===== src/rtl/operand_b_loader.sv =====
// operand_b_loader
//   Initiator-side sequencer for the B operand register of the systolic
//   matrix multiplier. It takes a B matrix row by row over a valid/ready
//   stream and writes each row into the register. Columns beyond the active
//   width are zeroed, and rows beyond the active height are written as zero.
//   It then drives start_bit/counter through the skew sequence that makes
//   the register emit its diagonal operand buffer. Completion is signalled
//   by done/reload pulses.
//
// Ports
//   clk_i, rst_i      clock, asynchronous active-high reset
//   go_i              start request (IDLE only); k_i/m_i latched with it
//   k_i, m_i          highest valid row / column index of B
//   row_valid_i       row word available
//   row_data_i        row word; element c at [(c+1)*DATA_WIDTH-1 : c*DATA_WIDTH]
//   row_ready_o       loader accepts a row this cycle
//   write_en_Mat_o    row write strobe
//   addr_Mat_o        row write address
//   pwdata_o          row write data
//   pstrb_o           row write element strobes
//   start_bit_o       operand buffer streaming enable
//   counter_o         skew counter
//   reload_op_o       end-of-stream pulse
//   busy_o            not idle
//   done_o            completion pulse
module operand_b_loader #(
  parameter int BUS_WIDTH  = 16,
  parameter int DATA_WIDTH = 8
) (
  input  logic                                   clk_i,
  input  logic                                   rst_i,
  input  logic                                   go_i,
  input  logic [1:0]                             k_i,
  input  logic [1:0]                             m_i,
  input  logic                                   row_valid_i,
  input  logic [BUS_WIDTH-1:0]                   row_data_i,
  output logic                                   row_ready_o,
  output logic                                   write_en_Mat_o,
  output logic [$clog2(BUS_WIDTH/DATA_WIDTH)-1:0] addr_Mat_o,
  output logic [BUS_WIDTH-1:0]                   pwdata_o,
  output logic [BUS_WIDTH/DATA_WIDTH-1:0]        pstrb_o,
  output logic                                   start_bit_o,
  output logic [$clog2(3*(BUS_WIDTH/DATA_WIDTH)-2)-1:0] counter_o,
  output logic                                   reload_op_o,
  output logic                                   busy_o,
  output logic                                   done_o
);

  localparam int MAX_DIM = BUS_WIDTH / DATA_WIDTH;
  localparam int AW      = $clog2(MAX_DIM);
  localparam int CW      = $clog2(3 * MAX_DIM - 2);
  localparam int LAST    = 3 * MAX_DIM - 3;

  typedef enum logic [2:0] {IDLE, LOAD, CLEAR, STREAM, DONE} state_t;

  state_t                 state_q, state_d;
  logic [AW-1:0]          kq_q, kq_d;
  logic [AW-1:0]          mq_q, mq_d;
  logic [AW-1:0]          row_idx_q, row_idx_d;
  logic                   row_ready_q, row_ready_d;
  logic                   wr_q, wr_d;
  logic [AW-1:0]          addr_q, addr_d;
  logic [BUS_WIDTH-1:0]   pwdata_q, pwdata_d;
  logic [MAX_DIM-1:0]     pstrb_q, pstrb_d;
  logic                   start_bit_q, start_bit_d;
  logic [CW-1:0]          counter_q, counter_d;
  logic                   reload_q, reload_d;
  logic                   busy_q, busy_d;
  logic                   done_q, done_d;

  always_ff @(posedge clk_i or posedge rst_i) begin
    if (rst_i) begin
      state_q     <= IDLE;
      kq_q        <= '0;
      mq_q        <= '0;
      row_idx_q   <= '0;
      row_ready_q <= 1'b0;
      wr_q        <= 1'b0;
      addr_q      <= '0;
      pwdata_q    <= '0;
      pstrb_q     <= '0;
      start_bit_q <= 1'b0;
      counter_q   <= '0;
      reload_q    <= 1'b0;
      busy_q      <= 1'b0;
      done_q      <= 1'b0;
    end else begin
      state_q     <= state_d;
      kq_q        <= kq_d;
      mq_q        <= mq_d;
      row_idx_q   <= row_idx_d;
      row_ready_q <= row_ready_d;
      wr_q        <= wr_d;
      addr_q      <= addr_d;
      pwdata_q    <= pwdata_d;
      pstrb_q     <= pstrb_d;
      start_bit_q <= start_bit_d;
      counter_q   <= counter_d;
      reload_q    <= reload_d;
      busy_q      <= busy_d;
      done_q      <= done_d;
    end
  end

  // Outputs are registered, so the state register runs one step ahead of
  // what is visible. Entering STREAM therefore spends one cycle showing the
  // final row write before start_bit rises. This keeps write_en and
  // start_bit from ever overlapping.
  always_comb begin
    state_d     = state_q;
    kq_d        = kq_q;
    mq_d        = mq_q;
    row_idx_d   = row_idx_q;
    row_ready_d = 1'b0;
    wr_d        = 1'b0;
    addr_d      = '0;
    pwdata_d    = '0;
    pstrb_d     = '0;
    start_bit_d = 1'b0;
    counter_d   = '0;
    reload_d    = 1'b0;
    done_d      = 1'b0;

    case (state_q)
      IDLE: begin
        if (go_i) begin
          kq_d        = (32'(k_i) > MAX_DIM - 1) ? AW'(MAX_DIM - 1) : AW'(k_i);
          mq_d        = (32'(m_i) > MAX_DIM - 1) ? AW'(MAX_DIM - 1) : AW'(m_i);
          row_idx_d   = '0;
          row_ready_d = 1'b1;
          state_d     = LOAD;
        end
      end

      LOAD: begin
        row_ready_d = 1'b1;
        if (row_valid_i && row_ready_q) begin
          wr_d    = 1'b1;
          addr_d  = row_idx_q;
          pstrb_d = '1;
          for (int unsigned c = 0; c < MAX_DIM; c++) begin
            if (c <= 32'(mq_q)) begin
              pwdata_d[c*DATA_WIDTH +: DATA_WIDTH] = row_data_i[c*DATA_WIDTH +: DATA_WIDTH];
            end
          end
          if (row_idx_q == kq_q) begin
            row_ready_d = 1'b0;
            if (kq_q != AW'(MAX_DIM - 1)) begin
              row_idx_d = kq_q + 1'b1;
              state_d   = CLEAR;
            end else begin
              state_d   = STREAM;
            end
          end else begin
            row_idx_d = row_idx_q + 1'b1;
          end
        end
      end

      CLEAR: begin
        wr_d    = 1'b1;
        addr_d  = row_idx_q;
        pstrb_d = '1;
        if (row_idx_q == AW'(MAX_DIM - 1)) begin
          state_d = STREAM;
        end else begin
          row_idx_d = row_idx_q + 1'b1;
        end
      end

      STREAM: begin
        if (!start_bit_q) begin
          start_bit_d = 1'b1;
          counter_d   = '0;
        end else if (counter_q == CW'(LAST)) begin
          done_d   = 1'b1;
          reload_d = 1'b1;
          state_d  = DONE;
        end else begin
          start_bit_d = 1'b1;
          counter_d   = counter_q + 1'b1;
        end
      end

      DONE: begin
        state_d = IDLE;
      end

      default: begin
        state_d = IDLE;
      end
    endcase

    busy_d = (state_d != IDLE);
  end

  assign row_ready_o    = row_ready_q;
  assign write_en_Mat_o = wr_q;
  assign addr_Mat_o     = addr_q;
  assign pwdata_o       = pwdata_q;
  assign pstrb_o        = pstrb_q;
  assign start_bit_o    = start_bit_q;
  assign counter_o      = counter_q;
  assign reload_op_o    = reload_q;
  assign busy_o         = busy_q;
  assign done_o         = done_q;

endmodule


===== config.mk =====
export PLATFORM = sky130hd
export DESIGN_NAME = operand_b_loader
export DESIGN_NICKNAME = d
export VERILOG_FILES = /design/src/rtl/operand_b_loader.sv
export SDC_FILE = /design/constraint.sdc
export NUM_CORES = 1
export LEC_CHECK = 0
export CORE_UTILIZATION = 41
export CTS_CLUSTER_DIAMETER = 200
export CTS_CLUSTER_SIZE = 40
export DETAILED_ROUTE_END_ITERATION = 10
export PLACE_DENSITY = 0.87
export REMOVE_ABC_BUFFERS = 1
export SETUP_SLACK_MARGIN = 0.4
export SLEW_MARGIN = 0
export SYNTH_ARGS = -nofsm -noshare
export SYNTH_HDL_FRONTEND = slang
export SYNTH_SLANG_ARGS = --single-unit
export TNS_END_PERCENT = 5

===== constraint.sdc =====
create_clock -name clk_i -period 2.2 [get_ports clk_i]
set_clock_uncertainty 0.2 [all_clocks]
set_input_delay 0.22 -clock clk_i [delete_from_list [all_inputs] [get_ports clk_i]]
set_output_delay 0.22 -clock clk_i [all_outputs]
set_load 0.05 [all_outputs]

==> out/results.ini <==
[die]
start_util_pct = 43.9
io_pins = 51
dieArea_mm2 = 0.00320
die_y_um = 56.6
die-width_um = 56.6
core-area_mm2 = 0.00278
num_rows = 19

[layout]
syn_to_final_growth_pct = 46.0
drive_gt1_share_pct = 7.74
n_fill_cell = 243
post-route-util_pct = 64.1
register_area_um2 = 751
nets = 182
antennaDiodeCount = 0
multiInputGateArea_um2 = 414

[timing]
tightest_slew_ns = 0.518
rsz0062_at_grt = true
setup_viol = 0
relSlewSlack_pct = 65.3
hold_viol_final = 0
setup_tns_ns = 0
drv_slew = 0
fin_hold_ws_ns = 0.0601
fin_crit_sh_pct = 88.7
fmaxAchievable_ghz = 0.513
fin_crit_ns = 1.95

[global_route]
grt_max_degree = 31
overflow = 0
grt_pass1_vias = 954
busiest_layer = met2
grt_pass1_wl_um = 4260
grt_use_met1_pct = 19.3
use_met2_pct = 31.4
grt_antenna_before_repair = 0
grtUsageMet3_pct = 5.76
grtUsageTotal_pct = 18.0

[setup_path]
end_kind = primary output
cp.required_ns = 1.78
crit_buf_inv = 1
start_kind = flop
critical_path.slowest_cell = clkdlybuf4s50_1
path_depth = 1
crit_type = flop to primary output
cp_top_family = buffers and inverters
crit_path_max_incr_delay_ns = 0.82
arrival_ns = 1.53
cp_cell_sequence = clkdlybuf4s50_1
critical_path.max_fanout = 3
rr_worst_depth = 3

[route]
drt-total-wl_um = 2520
drtAntennaViolNets = 0
viasPerCell = 4.96
firstDrtPassIters = 4
drc_errors = 0
wl_per_cell_um = 13.5
vias = 922
drt_iter0_markers = 10

[placed_design]
place.gp.congestion = 0.855
io_buffers = 50
dp_hpwl_um = 1870

[power]
p_clk_share_pct = 17.9
p_leak_nw = 0.825
p_seq_share_pct = 41.3
swShare_pct = 41.0
p_per_area_mw_per_mm2 = 1050
switchingPower_w = 0.000770
p_int_w = 0.00111
ir_drop_mv = 0.680
pwr-share-comb_pct = 40.8

[logic_synthesis]
syn-mean-instance-area_um2 = 12.0
synth_area_leaders = dfrtp_1 61%, and2_1 10%, ha_1 4.1%
yosys.area.top_type = dfrtp_1
yosysWarnings = 0
synth_top_area_share_pct = 61.4
ys_seq_area_share_pct = 61.4
ys_seq_elements = 30
synthDistinctLibCells = 28
synthCells = 102
synthesis.area_mm2 = 0.00122

[clocking]
cts_buffer_depth = 2
path_clk_slew_ns = 0.10
clock-sinks = 30
cts_max_level = 2
root_buffer = clkbuf_4
cts_tree = built
cts_buffers = 5
postCtsHoldBufs = 0
postCtsSetupBuffers = 0
clk_latency_ns = 0.33

[hold_path]
hold_class = primary input to asynchronous set/reset pin

[run]
drv_cap = 0

[outcome]
outcome = finished, final reports clean

## routing by layer
metal,up-vias,part of all wire (%),wire (µm)
met3,3,5.9,148
met2,33,56,1420
met5,-,0,0
met4,0,1.4,35
met1,449,36,916
li1,437,-,-
## worst paths after layout
| check | end | start | slack (ns) |
|---|---|---|---|
| max reg2reg | row_idx_q | state_q[2] | 0.50 |
| min in group clk_i | pwdata_o[6] | row_data_i[6] | 0.24 |
| max | row_ready_o | row_ready_o | 0.25 |
| min | pwdata_o[12] | rst_i | 0.06 |
| max in group asynchronous | pwdata_o[9] | rst_i | 1.45 |
| min reg2reg | counter_o[0] | counter_o[0] | 0.27 |
## placed cells by master, fill, tap and decap left out
cell type	count
o211ai_1	1
nor2b_1	2
dfrtp_1	30
o21a_1	1
and2_1	20
clkinv_2	1
ha_1	4
clkdlybuf4s50_1	48
nand2b_1	2
o31ai_2	1
o221ai_1	1
nand3_1	2
or2_1	1
or3_1	2
o21ai_1	1
nor4b_2	1
buf_4	1
nor3b_2	1
clkbuf_8	1
o21ai_0	3
inv_1	3
nor3_2	1
nand4b_1	1
nand2_1	2
a21oi_1	4
dlymetal6s2s_1	1
nor2_1	8
clkbuf_1	1
clkbuf_4	5
and3_1	1
o22a_1	1
dlygate4sd2_1	1
nor3_1	2
## synth_stat cells
library cell	n
o22a_1	1
inv_1	3
o21ai_1	1
nor4b_2	1
nor3_1	2
buf_4	4
buf_2	1
o211ai_1	1
a21oi_1	4
nor2b_1	2
nor3_2	1
o21a_1	1
or3_1	2
or2_1	1
nand4b_1	1
o31ai_2	1
dfrtp_1	30
nand3_1	2
and3_1	1
nor3b_2	1
nor2_1	8
and2_1	20
nand2_1	2
o221ai_1	1
o21ai_0	3
buf_6	1
nand2b_1	2
ha_1	4
## power by group through the flow
| stage | sequential, W | combinational [W] | clock, W |
|---|---|---|---|
| after floorplan | 0.00102 | 0.000258 | 0 |
| after global placement | 0.000774 | 0.000752 | 0 |
| after detailed placement | 0.000783 | 0.000775 | 0 |
| after CTS | 0.000774 | 0.000771 | 0.000344 |
| after global routing | 0.000791 | 0.000823 | 0.000371 |
| final | 0.000775 | 0.000766 | 0.000337 |
## registers in the layout (all words and copies together) (netlist names)
name	cells
addr_Mat_o	1
state_q	3
counter_o	2
start_bit_o	1
pstrb_o	1
done_o	1
kq_q	1
mq_q	1
row_idx_q	1
busy_o	1
pwdata_o	16
row_ready_o	1
## kinds of logic after synthesis
| logic type | synth area share (%) |
|---|---|
| AO/OA/AOI/OAI | 6.96 |
| adder cells (fa/ha/maj) | 4.09 |
| buffers and inverters | 4.71 |
| flip-flops | 61.4 |
| AND/OR/NAND/NOR | 22.8 |
## stage by stage
stage | cell area, µm² | total power (W) | instances | worst slack [ns]
2_1_floorplan | 1180 | 0.00128 | 96 | 0.584
3_3_place_gp | 1720 | 0.00153 | 178 | 0.521
3_5_place_dp | 1720 | 0.00156 | 178 | 0.460
4_1_cts | 1780 | 0.00189 | 186 | 0.227
5_1_grt | 1780 | 0.00198 | 186 | 0.204
6_report | 1780 | 0.00188 | 186 | 0.249
## final cells by class
class	instances	area share (%)
timing repair buffer	51	28.5
inverter	3	0.631
clock inverter	1	0.281
multi-input combinational	63	23.2
clock buffer	7	3.09
sequential	30	42.1
tap	31	2.17
## timing repair
action,in CTS,in global routing
gates resized for setup,1,1
hold endpoints to repair,0,0
setup endpoints to repair,27,34
Power figures use the tool's default switching activity.
